**src/rtl/ifu_pf_pkg.sv**
```systemverilog
`default_nettype none
// ============================================================================
//  Module      : ifu_pf_pkg
//  Description : Shared definitions for the instruction prefetch unit:
//                bus response codes, default boot PC and FSM state encodings.
//  Revision    : 1.0  initial release
// ============================================================================
package ifu_pf_pkg;

    localparam logic [1:0]  RESP_OKAY        = 2'b00;
    localparam logic [31:0] DEFAULT_RESET_PC = 32'h8000_0000;
    localparam int          STATE_W          = 3;

    typedef enum logic [STATE_W-1:0] {
        ST_IDLE  = 3'd0,
        ST_AR    = 3'd1,
        ST_R     = 3'd2,
        ST_DRAIN = 3'd3,
        ST_HALT  = 3'd4
    } state_t;

    // Any non-OKAY response marks the fetched word as a bus error.
    function automatic logic resp_is_err(input logic [1:0] resp);
        return resp != RESP_OKAY;
    endfunction

endpackage
`default_nettype wire

```
**src/rtl/ifu_pf_fifo.sv**
```systemverilog
`default_nettype none
// ============================================================================
//  Module      : ifu_pf_fifo
//  Description : Synchronous FIFO holding prefetched {pc, inst, fault} entries.
//                Flush has priority over push/pop. Push and pop in the same
//                cycle both take effect even when full or empty.
//  Ports       : clk, rst, push/din, pop/dout, flush, full, empty, count
//  Revision    : 1.0  initial release
// ============================================================================
module ifu_pf_fifo #(
    parameter int WIDTH = 8,
    parameter int DEPTH = 4
) (
    input  logic                     clk,
    input  logic                     rst,
    input  logic                     push,
    input  logic [WIDTH-1:0]         din,
    input  logic                     pop,
    input  logic                     flush,
    output logic [WIDTH-1:0]         dout,
    output logic                     full,
    output logic                     empty,
    output logic [$clog2(DEPTH):0]   count
);

    localparam int c_ptr_w = $clog2(DEPTH);
    localparam int c_cnt_w = c_ptr_w + 1;

    logic [WIDTH-1:0]   r_mem [DEPTH];
    logic [c_ptr_w-1:0] r_rd_ptr;
    logic [c_ptr_w-1:0] r_wr_ptr;
    logic [c_cnt_w-1:0] r_count;
    logic               w_do_push;
    logic               w_do_pop;

    assign full  = (r_count == c_cnt_w'(DEPTH));
    assign empty = (r_count == '0);
    assign count = r_count;
    assign dout  = r_mem[r_rd_ptr];

    // A pop frees the slot the simultaneous push needs; a push supplies the
    // entry the simultaneous pop consumes.
    assign w_do_push = push && (!full  || pop);
    assign w_do_pop  = pop  && (!empty || push);

    // DEPTH is a power of two, so pointers wrap naturally.
    always_ff @(posedge clk) begin
        if (rst || flush) begin
            r_rd_ptr <= '0;
            r_wr_ptr <= '0;
            r_count  <= '0;
        end else begin
            if (w_do_push) r_wr_ptr <= r_wr_ptr + c_ptr_w'(1);
            if (w_do_pop)  r_rd_ptr <= r_rd_ptr + c_ptr_w'(1);
            case ({w_do_push, w_do_pop})
                2'b10:   r_count <= r_count + c_cnt_w'(1);
                2'b01:   r_count <= r_count - c_cnt_w'(1);
                default: r_count <= r_count;
            endcase
        end
    end

    always_ff @(posedge clk) begin
        if (!rst && !flush && w_do_push) begin
            r_mem[r_wr_ptr] <= din;
        end
    end

endmodule
`default_nettype wire

```
**src/rtl/ifu_pf.sv**
```systemverilog
`default_nettype none
// ============================================================================
//  Module      : ifu_pf
//  Description : Instruction fetch prefetcher. Issues single-outstanding reads
//                on an AXI-like AR/R channel, buffers results in a FIFO and
//                presents them downstream with valid/ready. A redirect flushes
//                the FIFO and restarts fetch at the (word-aligned) target; a
//                read already in flight is drained and discarded. A bus error
//                is delivered as a faulting entry and stops fetch until the
//                next redirect.
//  Ports       : clk, rst                         clock / sync active-high reset
//                branch_en_i, dnpc_i              redirect strobe / target
//                araddr_o, arvalid_o, arready_i   read address channel
//                rdata_i, rresp_i, rvalid_i,      read data channel
//                rready_o
//                valid_post_o, ready_post_i,      downstream instruction stream
//                pc_o, inst_o, fault_o
//                perf_fetch_o, perf_flush_o       only with IFU_PF_PERF_EN
//  Options     : IFU_PF_PERF_EN adds wrapping 32-bit counters of pushed
//                entries and redirects.
//  Revision    : 1.0  initial release
// ============================================================================
module ifu_pf
    import ifu_pf_pkg::*;
#(
    parameter int                ADDR_W     = 32,
    parameter int                DATA_W     = 32,
    parameter int                FIFO_DEPTH = 4,
    parameter logic [ADDR_W-1:0] RESET_PC   = ADDR_W'(DEFAULT_RESET_PC)
) (
    input  logic              clk,
    input  logic              rst,
    input  logic              branch_en_i,
    input  logic [ADDR_W-1:0] dnpc_i,
    output logic [ADDR_W-1:0] araddr_o,
    output logic              arvalid_o,
    input  logic              arready_i,
    input  logic [DATA_W-1:0] rdata_i,
    input  logic [1:0]        rresp_i,
    input  logic              rvalid_i,
    output logic              rready_o,
    output logic              valid_post_o,
    input  logic              ready_post_i,
    output logic [ADDR_W-1:0] pc_o,
    output logic [DATA_W-1:0] inst_o,
    output logic              fault_o
`ifdef IFU_PF_PERF_EN
    ,
    output logic [31:0]       perf_fetch_o,
    output logic [31:0]       perf_flush_o
`endif
);

    localparam int                c_entry_w = ADDR_W + DATA_W + 1;
    localparam int                c_cnt_w   = $clog2(FIFO_DEPTH) + 1;
    localparam logic [ADDR_W-1:0] c_pc_step = ADDR_W'(4);

    state_t              r_state;
    state_t              w_state_nxt;
    logic [ADDR_W-1:0]   r_fetch_pc;
    logic [ADDR_W-1:0]   r_ar_addr;
    logic                r_redir_pend;

    logic                w_slot_free;
    logic                w_issue_idle;
    logic                w_push;
    logic                w_pop;
    logic                w_fifo_empty;
    logic                w_fifo_full;
    logic [c_cnt_w-1:0]  w_fifo_count;
    logic [c_entry_w-1:0] w_push_entry;
    logic [c_entry_w-1:0] w_head;
    logic                w_unused;

    // ------------------------------------------------------------------
    // Read request side. IDLE raises arvalid combinationally so that a
    // zero-wait slave sustains one fetch every two cycles; once raised and
    // not accepted, the FSM parks in AR with the address latched so that
    // neither a redirect nor anything else can change or withdraw it.
    // ------------------------------------------------------------------
    assign w_slot_free  = (w_fifo_count < c_cnt_w'(FIFO_DEPTH));
    assign w_issue_idle = !rst && (r_state == ST_IDLE) && w_slot_free && !branch_en_i;

    assign arvalid_o = !rst && ((r_state == ST_AR) || w_issue_idle);
    assign araddr_o  = (r_state == ST_AR) ? r_ar_addr : r_fetch_pc;
    assign rready_o  = !rst && ((r_state == ST_R) || (r_state == ST_DRAIN));

    // Only a response belonging to the current fetch stream is kept.
    assign w_push       = (r_state == ST_R) && rvalid_i && !branch_en_i;
    assign w_push_entry = {r_fetch_pc, rdata_i, resp_is_err(rresp_i)};
    assign w_pop        = valid_post_o && ready_post_i;

    // ------------------------------------------------------------------
    // FSM
    // ------------------------------------------------------------------
    always_comb begin
        w_state_nxt = r_state;
        case (r_state)
            ST_IDLE: begin
                if (w_issue_idle) w_state_nxt = arready_i ? ST_R : ST_AR;
            end
            ST_AR: begin
                if (arready_i) begin
                    w_state_nxt = (r_redir_pend || branch_en_i) ? ST_DRAIN : ST_R;
                end
            end
            ST_R: begin
                if (branch_en_i) begin
                    w_state_nxt = rvalid_i ? ST_IDLE : ST_DRAIN;
                end else if (rvalid_i) begin
                    w_state_nxt = resp_is_err(rresp_i) ? ST_HALT : ST_IDLE;
                end
            end
            ST_DRAIN: begin
                // The stale response retires the outstanding read whether or
                // not another redirect arrives alongside it.
                if (rvalid_i) w_state_nxt = ST_IDLE;
            end
            ST_HALT: begin
                if (branch_en_i) w_state_nxt = ST_IDLE;
            end
            default: w_state_nxt = ST_IDLE;
        endcase
    end

    always_ff @(posedge clk) begin
        if (rst) begin
            r_state      <= ST_IDLE;
            r_fetch_pc   <= RESET_PC;
            r_ar_addr    <= RESET_PC;
            r_redir_pend <= 1'b0;
        end else begin
            r_state <= w_state_nxt;

            if (branch_en_i) begin
                r_fetch_pc <= {dnpc_i[ADDR_W-1:2], 2'b00};
            end else if (w_push) begin
                r_fetch_pc <= r_fetch_pc + c_pc_step;
            end

            if (w_issue_idle) r_ar_addr <= r_fetch_pc;

            // Remembers a redirect seen while the old request waits in AR.
            if ((r_state == ST_AR) && !arready_i) begin
                r_redir_pend <= r_redir_pend | branch_en_i;
            end else begin
                r_redir_pend <= 1'b0;
            end
        end
    end

    // ------------------------------------------------------------------
    // Prefetch buffer
    // ------------------------------------------------------------------
    ifu_pf_fifo #(
        .WIDTH (c_entry_w),
        .DEPTH (FIFO_DEPTH)
    ) u_fifo (
        .clk   (clk),
        .rst   (rst),
        .push  (w_push),
        .din   (w_push_entry),
        .pop   (w_pop),
        .flush (branch_en_i),
        .dout  (w_head),
        .full  (w_fifo_full),
        .empty (w_fifo_empty),
        .count (w_fifo_count)
    );

    // Head fields read as zero whenever nothing is buffered.
    assign valid_post_o = !w_fifo_empty;

    always_comb begin
        pc_o    = '0;
        inst_o  = '0;
        fault_o = 1'b0;
        if (valid_post_o) begin
            pc_o    = w_head[c_entry_w-1 -: ADDR_W];
            inst_o  = w_head[DATA_W:1];
            fault_o = w_head[0];
        end
    end

    assign w_unused = ^{dnpc_i[1:0], w_fifo_full};

`ifdef IFU_PF_PERF_EN
    logic [31:0] r_perf_fetch;
    logic [31:0] r_perf_flush;

    always_ff @(posedge clk) begin
        if (rst) begin
            r_perf_fetch <= '0;
            r_perf_flush <= '0;
        end else begin
            if (w_push)      r_perf_fetch <= r_perf_fetch + 32'd1;
            if (branch_en_i) r_perf_flush <= r_perf_flush + 32'd1;
        end
    end

    assign perf_fetch_o = r_perf_fetch;
    assign perf_flush_o = r_perf_flush;
`endif

endmodule
`default_nettype wire

```
**config.mk**
```make
export PLATFORM = sky130hd
export DESIGN_NAME = ifu_pf
export DESIGN_NICKNAME = d
export VERILOG_FILES = /design/src/rtl/ifu_pf_pkg.sv /design/src/rtl/ifu_pf_fifo.sv /design/src/rtl/ifu_pf.sv
export SDC_FILE = /design/constraint.sdc
export NUM_CORES = 1
export LEC_CHECK = 0
export CAP_MARGIN = 0
export CELL_PAD_IN_SITES_DETAIL_PLACEMENT = 2
export CELL_PAD_IN_SITES_GLOBAL_PLACEMENT = 2
export CORE_ASPECT_RATIO = 0.8
export CORE_MARGIN = 1.5
export CORE_UTILIZATION = 30
export CTS_BUF_LIST = sky130_fd_sc_hd__clkbuf_2 sky130_fd_sc_hd__clkbuf_4 sky130_fd_sc_hd__clkbuf_8
export DETAILED_ROUTE_END_ITERATION = 7
export GPL_ROUTABILITY_DRIVEN = 0
export PLACE_DENSITY_LB_ADDON = 0.1
export RECOVER_POWER = 50
export SYNTH_ARGS = -nofsm -noshare
export SYNTH_HDL_FRONTEND = slang
export SYNTH_HIERARCHICAL = 1
export SYNTH_SLANG_ARGS = --single-unit
```
**constraint.sdc**
```tcl
create_clock -name clk -period 6.4 [get_ports clk]
set_input_delay 1.92 -clock clk [delete_from_list [all_inputs] [get_ports clk]]
set_output_delay 1.92 -clock clk [all_outputs]
set_load 0.05 [all_outputs]
```
==> flow_summary_export.csv, run 1 <==
group,metric,value,unit
timing,setup_viol,0,
route,via_per_inst,4.837,
setup_path,cpPeakStageDelay,0.63,ns
global_route,grt_pass1_vias,9789,
global_route,grt_pass1_wl,60890,um
setup_path,crit_buf_inv,3,
power_and_ir_drop,peakVddDrop,0.1381,mV
timing,setup_ws,0.6539,ns
global_route,grt_start_max_net_pins,59,
power_and_ir_drop,power_density,280.1,nW/um^2
cts,cts-hold-fix-buffers,0,
timing,maxClockFrequency,174.0,MHz
floorplan,initial_core_util,30.27,%
timing,post-route-min-period,5.746,ns
setup_path,crit_chain,"dlygate4sd3_1 -> nor2_1 -> nand3_1 -> buf_4 -> o21ai_0 -> buf_12",
cts,cts_tree,"yes",
timing,timing.slew.headroom,-57.35,%
worst_hold_path,hp-class,"register to register",
setup_path,path_class,"input pin to primary output",
route,routedWlPerCell,21.35,um
setup_path,slowest_stage,"dlygate4sd3_1",
route,antenna_left,0,
setup_path,cp-end-kind,"primary output",
status,status,"finished, violations left",
placed_design,dpl_worst_slack,0.6983,ns
setup_path,crit_family,"buffers and inverters",
route,drtIter0Drc,364,
route,vias,8765,
global_route,gr-total-overflow,0,
cells_and_area,area_growth,26.48,%
power_and_ir_drop,power,4.883,mW
floorplan,die_w,242.7,um
route,drc,0,
logic_synthesis,yosys_warnings,6,
floorplan,die_area,47250,sq um
cts,root_buffer,"clkbuf_8",
cells_and_area,nFillCells,4617,
floorplan,die_height,194.7,um
timing,setup_tns,0,ns
global_route,antenna_found_initial,0,
floorplan,fp-row-count,70,
floorplan,coreArea,45540,sq um
cts,cts_inserted_buffers,57,
cts,clkLatencyLatePin,0.62,ns
cells_and_area,final_util,38.28,%
timing,hold_viol,0,
cts,clockBufferDepth,3,
logic_synthesis,syn_avg_cell_area,14.27,sq um
power_and_ir_drop,leakage,5.683,nW
flow_run,maxCapViolCount,3,
logic_synthesis,synth_cells,966,
status,violations,"capacitance limit, slew limit",
timing,rsz0062_at_grt,"no",
placed_design,numPortBuffers,167,
cts,cts_num_sinks,333,
logic_synthesis,syn-cell-area,13780,sq um
timing,maxSlewViolCount,118,
cells_and_area,finalNetCount,1235,
timing,skew,0.03205,ns
route,first_pass_iters,4,
cells_and_area,diodes,0,
setup_path,critical_path_required,4.48,ns
cts,cts_resized,0,
timing,finalCritPeriodShare,89.78,%
setup_path,worstPathMaxFanout,32,
cells_and_area,drive_gt1_share,15.42,%
placed_design,hpwl,24530,um
global_route,grt_util_all_layers,16.78,%
cts,path_clk_slew,0.06,ns
cts,post_cts_buffers,0,
setup_path,start_kind,"input pin",
route,routed_wl,38690,um
timing,fin_hold_ws,0.4563,ns
cts,htree_levels,2,
setup_path,cp_data_arrival_time,3.83,ns
timing,max_slew.worst_pin.slew,2.360,ns
floorplan,ios,172,
==> metrics by stage <==
step | instance area (sq um) | cells
3_5_place_dp | 16250 | 1709
2_1_floorplan | 13820 | 975
4_1_cts | 17460 | 1812
5_1_grt | 17430 | 1812
6_report | 17430 | 1812
3_3_place_gp | 16250 | 1709
==> flip-flops by register name, summed over array words and instances (netlist names), named ones only <==
signal,cells
u_fifo/r_mem,260
r_redir_pend,1
r_fetch_pc,30
r_state,3
r_ar_addr,30
u_fifo/count,3
u_fifo/r_rd_ptr,2
u_fifo/r_wr_ptr,2
==> tightest hold or removal path, delay by kind of cell (launching register included) <==
kind / cells / cell delay (ns)
simple gates: 2 / 0.11
flops: 1 / 0.31
==> per-layer routing <==
| layer | vias to the layer above | share of wire, % | track usage (%) |
|---|---|---|---|
| met3 | 37 | 4.1 | 3.245 |
| met5 | - | 0 | 0 |
| met4 | 0 | 1.2 | 3.589 |
| met1 | 4541 | 49 | 24.00 |
| met2 | 163 | 46 | 26.50 |
| li1 | 4024 | - | - |
==> where the power goes <==
part	internal [mW]	total (mW)	switching, mW
logic	0.137	0.396	0.259
registers	2.37	2.43	0.0651
clock network	1.17	2.05	0.884
total	3.67	4.88	1.21
==> final timing paths <==
check	start	endpoint	slack, ns	cells after the start
setup reg to reg	r_state[1]	u_fifo/r_mem[3][11]	2.69	6
hold reg to reg	r_ar_addr[14]	r_ar_addr[14]	0.46	2
hold / removal	r_ar_addr[14]	r_ar_addr[14]	0.46	2
setup / recovery	rst	arvalid_o	0.65	6
==> layout by cell type (no fill, tap or decap), drive strengths merged, types with 3 or more instances in the layout <==
master / n
a21oi: 6
mux4: 65
a311oi: 15
and4: 4
o21ai: 18
nor3: 9
nand4: 14
ha: 6
conb: 10
buf: 19
nand3: 42
o32ai: 3
mux2i: 3
bufinv: 5
o31ai: 9
nor2b: 69
and3: 9
nor2: 34
clkbuf: 81
nand2: 171
nor4: 7
clkinv: 21
or4: 11
or2: 3
or3: 8
inv: 12
xnor2: 6
dlygate4sd3: 35
nor3b: 3
a211oi: 8
or4b: 3
dfxtp: 73
and2: 4
clkdlybuf4s50: 130
xor2: 6
edfxtp: 260
==> cell type report <==
class	count	area [sq um]	share of cell area, %
clock buffer	77	953.4	5.469
timing repair buffer	188	1897	10.88
inverter	12	45.04	0.2584
sequential	333	9276	53.21
multi-input combinational	564	4238	24.31
clock inverter	26	259.0	1.486
tap	612	765.7	4.392
Note: power is estimated with default switching activity, not from simulation.
==> run 2, diff against run 1 <==
- DONT_BUFFER_PORTS: not set -> 1
==> run 2 against run 1 <==
  * Utilization decreased by 4.1 points
  * Hold slack improved by 0.0029 ns
  * Worst setup slack improved by 0.78 ns
  * Critical endpoint is now fault_o
  * The run still ends with capacitance limit, slew limit left
  * Non-clock buffer count decreased by 167
  * Via count decreased by 6.8%
  * Critical path depth decreased by 3
==> flow_summary_export.csv, run 2 (synthesis gave the netlist of run 1 again) <==
group,metric,value,unit
status,status,"finished, violations left",
power_and_ir_drop,p_int,3.363,mW
global_route,grt_start_max_net_pins,68,
cells_and_area,final_util,34.15,%
cts,clkLatencyLatePin,0.64,ns
setup_path,critical_path_depth,3,
setup_path,critical_path_required,4.48,ns
setup_path,slowest_stage,"nor2b_1",
setup_path,cp_data_arrival_time,3.04,ns
setup_path,r2r_slack,2.07,ns
timing,finalCritPeriodShare,77.55,%
status,violations,"capacitance limit, slew limit",
power_and_ir_drop,p_sw_share,25.95,%
cts,cts-hold-fix-buffers,0,
route,via_per_inst,4.959,
setup_path,worstPathMaxFanout,45,
cells_and_area,drive_gt1_share,17.62,%
worst_hold_path,holdPathEnd,"r_ar_addr[19]",
power_and_ir_drop,leakage,4.978,nW
route,drc,0,
worst_hold_path,worstHoldPathCells,2,
setup_path,r2r_end,"u_fifo/r_mem[1][50]",
setup_path,crit_family,"simple AND/OR/NAND/NOR gates",
cts,cts_inserted_buffers,57,
floorplan,die_w,242.7,um
route,routed_wl,38030,um
route,routedWlPerCell,23.09,um
setup_path,cp-end-kind,"primary output",
cts,cts_resized,0,
power_and_ir_drop,seqPwrFrac,53.6,%
timing,timing.slew.headroom,-64.03,%
floorplan,die_area,47250,sq um
cts,path_clk_slew,0.06,ns
cells_and_area,layout_commonest_cell,"edfxtp_1",
floorplan,coreArea,45540,sq um
power_and_ir_drop,power_frac_comb,6.2,%
timing,post-route-min-period,4.963,ns
cells_and_area,final_cell_mix,"edfxtp_1, nand2_1, dfxtp_1, nor2b_1, mux4_2",
flow_run,maxCapViolCount,3,
setup_path,rr_startpoint,"u_fifo/count[1]",
timing,maxClockFrequency,201.5,MHz
route,first_pass_iters,4,
power_and_ir_drop,power_switching,1.179,mW
setup_path,start_kind,"register",
global_route,antenna_found_initial,6,
timing,setup_tns,0,ns
placed_design,post_dp_cell_area,14530,sq um
cells_and_area,max_flop_register,"u_fifo/r_mem",
setup_path,r2r_cells,7,
timing,setup_ws,1.437,ns
timing,rsz0062_at_grt,"no",
placed_design,hpwl,23650,um
global_route,grt_pass1_wl,58710,um
floorplan,ios,172,
worst_hold_path,hp-start,"r_ar_addr[19]",
timing,max_slew.worst_pin.slew,2.460,ns
setup_path,crit_chain,"buf_4 -> mux4_2 -> nor2b_1",
cells_and_area,final_area,15550,sq um
cells_and_area,top_regs,"u_fifo/r_mem: 260 flops, r_ar_addr: 30 flops, r_fetch_pc: 30 flops",
placed_design,dpl_worst_slack,1.492,ns
timing,skew,0.01899,ns
cts,cts_tree,"yes",
cts,htree_levels,2,
placed_design,numPortBuffers,0,
setup_path,cpPeakStageDelay,0.86,ns
timing,maxSlewViolCount,129,
route,drtIter0Drc,285,
cells_and_area,finalNetCount,1068,
floorplan,fp-row-count,70,
power_and_ir_drop,p_clk_share,40.3,%
setup_path,path_class,"register to primary output",
setup_path,crit_buf_inv,1,
route,antenna_left,0,
global_route,gr-total-overflow,0,
power_and_ir_drop,power_density,292.0,nW/um^2
timing,hold_viol,0,
cts,root_buffer,"clkbuf_8",
cts,clockBufferDepth,3,
cells_and_area,largest_register_ffs,260,
route,vias,8168,
power_and_ir_drop,power,4.542,mW
floorplan,die_height,194.7,um
power_and_ir_drop,peakVddDrop,0.1136,mV
worst_hold_path,hp-class,"register to register",
cts,post_cts_buffers,0,
timing,setup_viol,0,
cells_and_area,area_growth,12.83,%
floorplan,initial_core_util,30.27,%
cts,cts_num_sinks,333,
global_route,grt_pass1_vias,9019,
global_route,grt_util_all_layers,16.42,%
[run 2: cell types whose count changed in the layout (fill, tap and decap cells not counted), moves of 5 or more]
| cell | change |
|---|---|
| dlygate4sd3_1 | -35 |
| bufinv_16 | -5 |
| clkdlybuf4s50_1 | -130 |
| buf_12 | -5 |
| clkinv_2 | +6 |
[run 2: power by group through the flow]
stage	clock network (mW)	registers (mW)	logic [mW]
after floorplan	0	2.44	0.242
after global placement	0	2.48	0.285
after detailed placement	0	2.48	0.289
after CTS	1.92	2.43	0.290
after global routing	2.01	2.44	0.306
final	1.83	2.43	0.280
[run 2: worst reg2reg max path: stages, from the launching register on]
cell and delay (ns):
dfxtp_1 0.36, nor3_2 0.20, buf_4 0.67, nor2b_1 0.19, or4b_1 0.53, and2_0 0.31
and3_2 0.26, clkbuf_2 1.09
[run 2: routing by layer]
metal  up-vias  global-route usage [%]  share of wire, %
met5         -                       0              0.16
met4         8                   4.900               1.9
met3        66                   4.736               5.6
met2       155                   25.12                45
met1      4254                   22.59                48
li1       3685                       -                 -
[run 2: worst max path at each step]
| stage | from | to |
|---|---|---|
| detailed placement | branch_en_i | arvalid_o |
| floorplan | rst | arvalid_o |
| global placement | branch_en_i | arvalid_o |
| CTS | register | fault_o |
| finish | register | fault_o |
| global route | register | pc_o[1] |
[run 2: metrics by stage]
| step | std cells | hold slack [ns] |
|---|---|---|
| 2_1_floorplan | 975 | 0.4343 |
| 3_3_place_gp | 1542 | 0.4415 |
| 3_5_place_dp | 1542 | 0.4526 |
| 4_1_cts | 1645 | 0.4640 |
| 5_1_grt | 1645 | 0.4800 |
| 6_report | 1647 | 0.4592 |
[run 2: final cells by class]
cell class	instances	area [sq um]
diodes	2	5.005
clock buffers	74	918.4
clock inverters	29	140.1
fillers	4708	29990
inverters	12	45.04
multi-input cells	564	4238
flip-flops and latches	333	9276
well taps	612	765.7
repair buffers	21	165.2
==> run 3, diff against run 2 <==
- clock period: 6.4 -> 4.3 ns (I/O delays scaled with it)
==> run 3 against run 2 <==
  * The flow still finishes with violations (capacitance limit, slew limit)
  * Clock skew grew 0.013 ns
  * Final area up 4.3%
  * Hold slack lost 0.0011 ns
  * Worst setup slack got worse by 1.0 ns
  * Register-to-register slack got worse by 1.0 ns
  * Combinational power rose by 56%
  * Total power increased by 54%
  * Final cell count grew 4.6%
  * Die area stayed put
  * Sequential cell count unchanged
==> flow_summary_export.csv, run 3 (synthesis gave the netlist of run 1 again) <==
group,metric,value,unit
cts,post_cts_buffers,0,
route,routed_wl,38730,um
setup_path,worstPathMaxFanout,25,
floorplan,die_w,242.7,um
floorplan,die_height,194.7,um
placed_design,numPortBuffers,0,
setup_path,start_kind,"register",
global_route,grt_start_max_net_pins,67,
cts,htree_levels,2,
worst_hold_path,hp-class,"register to register",
cells_and_area,layout_commonest_cell,"edfxtp_1",
cells_and_area,largest_register_ffs,260,
cts,cts_inserted_buffers,57,
setup_path,crit_chain,"buf_12 -> mux4_2 -> nor2b_1 -> buf_4",
cells_and_area,max_flop_register,"u_fifo/r_mem",
route,first_pass_iters,4,
setup_path,cp_data_arrival_time,2.62,ns
route,routedWlPerCell,22.48,um
cells_and_area,nFillCells,4674,
floorplan,fp-row-count,70,
cts,cts_num_sinks,333,
timing,setup_tns,0,ns
cts,clockBufferDepth,3,
power_and_ir_drop,peakVddDrop,0.1990,mV
cells_and_area,finalNetCount,1143,
timing,post-route-min-period,3.906,ns
status,violations,"capacitance limit, slew limit",
cts,root_buffer,"clkbuf_8",
setup_path,cpPeakStageDelay,0.73,ns
floorplan,coreArea,45540,sq um
global_route,gr-total-overflow,0,
global_route,grt_util_all_layers,16.63,%
cells_and_area,top_regs,"u_fifo/r_mem: 260 flops, r_ar_addr: 30 flops, r_fetch_pc: 30 flops",
timing,finalCritPeriodShare,90.84,%
route,vias,8453,
setup_path,cp-end-kind,"primary output",
cts,cts-hold-fix-buffers,0,
cts,clkLatencyLatePin,0.66,ns
status,status,"finished, violations left",
setup_path,slowest_stage,"dfxtp_4",
cells_and_area,drive_gt1_share,23.04,%
timing,maxClockFrequency,256.0,MHz
route,drc,0,
power_and_ir_drop,power_density,430.0,nW/um^2
route,via_per_inst,4.906,
cells_and_area,diodes,0,
cts,cts_tree,"yes",
cells_and_area,final_cell_mix,"edfxtp_1, nand2_1, buf_4, dfxtp_1, nor2b_1",
timing,skew,0.03182,ns
power_and_ir_drop,leakage,5.429,nW
cells_and_area,final_util,35.62,%
route,antenna_left,0,
setup_path,path_class,"register to primary output",
timing,timing.slew.headroom,-65.37,%
cells_and_area,area_growth,17.70,%
cts,path_clk_slew,0.06,ns
floorplan,ios,172,
global_route,antenna_found_initial,1,
floorplan,die_area,47250,sq um
route,drtIter0Drc,375,
timing,max_slew.worst_pin.slew,2.481,ns
timing,rsz0062_at_grt,"no",
placed_design,hpwl,24180,um
global_route,grt_pass1_wl,59430,um
timing,setup_viol,0,
cts,cts_resized,0,
global_route,grt_pass1_vias,9235,
floorplan,initial_core_util,30.27,%
setup_path,critical_path_required,3.01,ns
flow_run,maxCapViolCount,2,
timing,hold_viol,0,
timing,maxSlewViolCount,85,
run 3: cell count changes in the layout (fill, tap and decap cells not counted), moves of 2 or more:
| cell | previous run | this run |
|---|---|---|
| and3_1 | 5 | 7 |
| buf_12 | 2 | 6 |
| buf_4 | 14 | 80 |
| bufinv_16 | 0 | 2 |
| clkbuf_1 | 4 | 8 |
| clkbuf_4 | 16 | 14 |
| clkbuf_8 | 58 | 60 |
| clkinv_1 | 17 | 15 |
| clkinv_2 | 10 | 13 |
| diode_2 | 2 | 0 |
run 3: report_power, final:
part	internal (mW)	total (mW)	switching, mW
registers	3.52	3.61	0.0852
logic	0.0917	0.437	0.345
clock network	1.55	2.93	1.38
total	5.16	6.98	1.82
run 3: stage by stage:
step | power (mW) | std cells | instance area (sq um) | hold WS, ns | setup WS [ns]
detailed placement | 4.130 | 1617 | 15160 | 0.4511 | 0.7541
floorplan | 3.994 | 975 | 13820 | 0.4343 | 0.1169
global route | 7.290 | 1723 | 16220 | 0.4756 | 0.1797
global placement | 4.122 | 1617 | 15160 | 0.4410 | 0.8171
finish | 6.977 | 1723 | 16220 | 0.4581 | 0.3937
CTS | 7.134 | 1723 | 16300 | 0.4624 | 0.2479
run 3: final cells by class:
cell class | count | area [sq um] | area share [%]
Sequential cell | 333 | 9276 | 57.18
Multi-Input combinational cell | 564 | 4233 | 26.09
Clock buffer | 74 | 930.9 | 5.738
Tap cell | 612 | 765.7 | 4.720
Timing Repair Buffer | 96 | 760.7 | 4.689
Clock inverter | 32 | 212.7 | 1.311
Inverter | 12 | 45.04 | 0.2776
run 3: final timing paths:
path                    from                  end  slack, ns  depth (start not counted)
max                 register           inst_o[17]       0.39                          4
min            r_ar_addr[18]        r_ar_addr[18]       0.46                          2
max reg2reg  u_fifo/count[0]  u_fifo/r_mem[0][23]       1.07                          6
min reg2reg    r_ar_addr[18]        r_ar_addr[18]       0.46                          2
run 3: metal layers:
metal / vias to the layer above / track usage, % / part of all wire (%)
li1: 3841 / - / -
met5: - / 0 / 0.034
met1: 4379 / 22.51 / 47
met4: 2 / 4.486 / 1.9
met3: 63 / 5.178 / 5.8
met2: 168 / 25.82 / 46
run 3: critical path, delay by kind of cell (launching register included):
family                 cells  cell delay, ns
flip-flops                 1            0.73
buffers and inverters      2            0.52
multiplexers               1            0.51
AND/OR/NAND/NOR            1            0.16
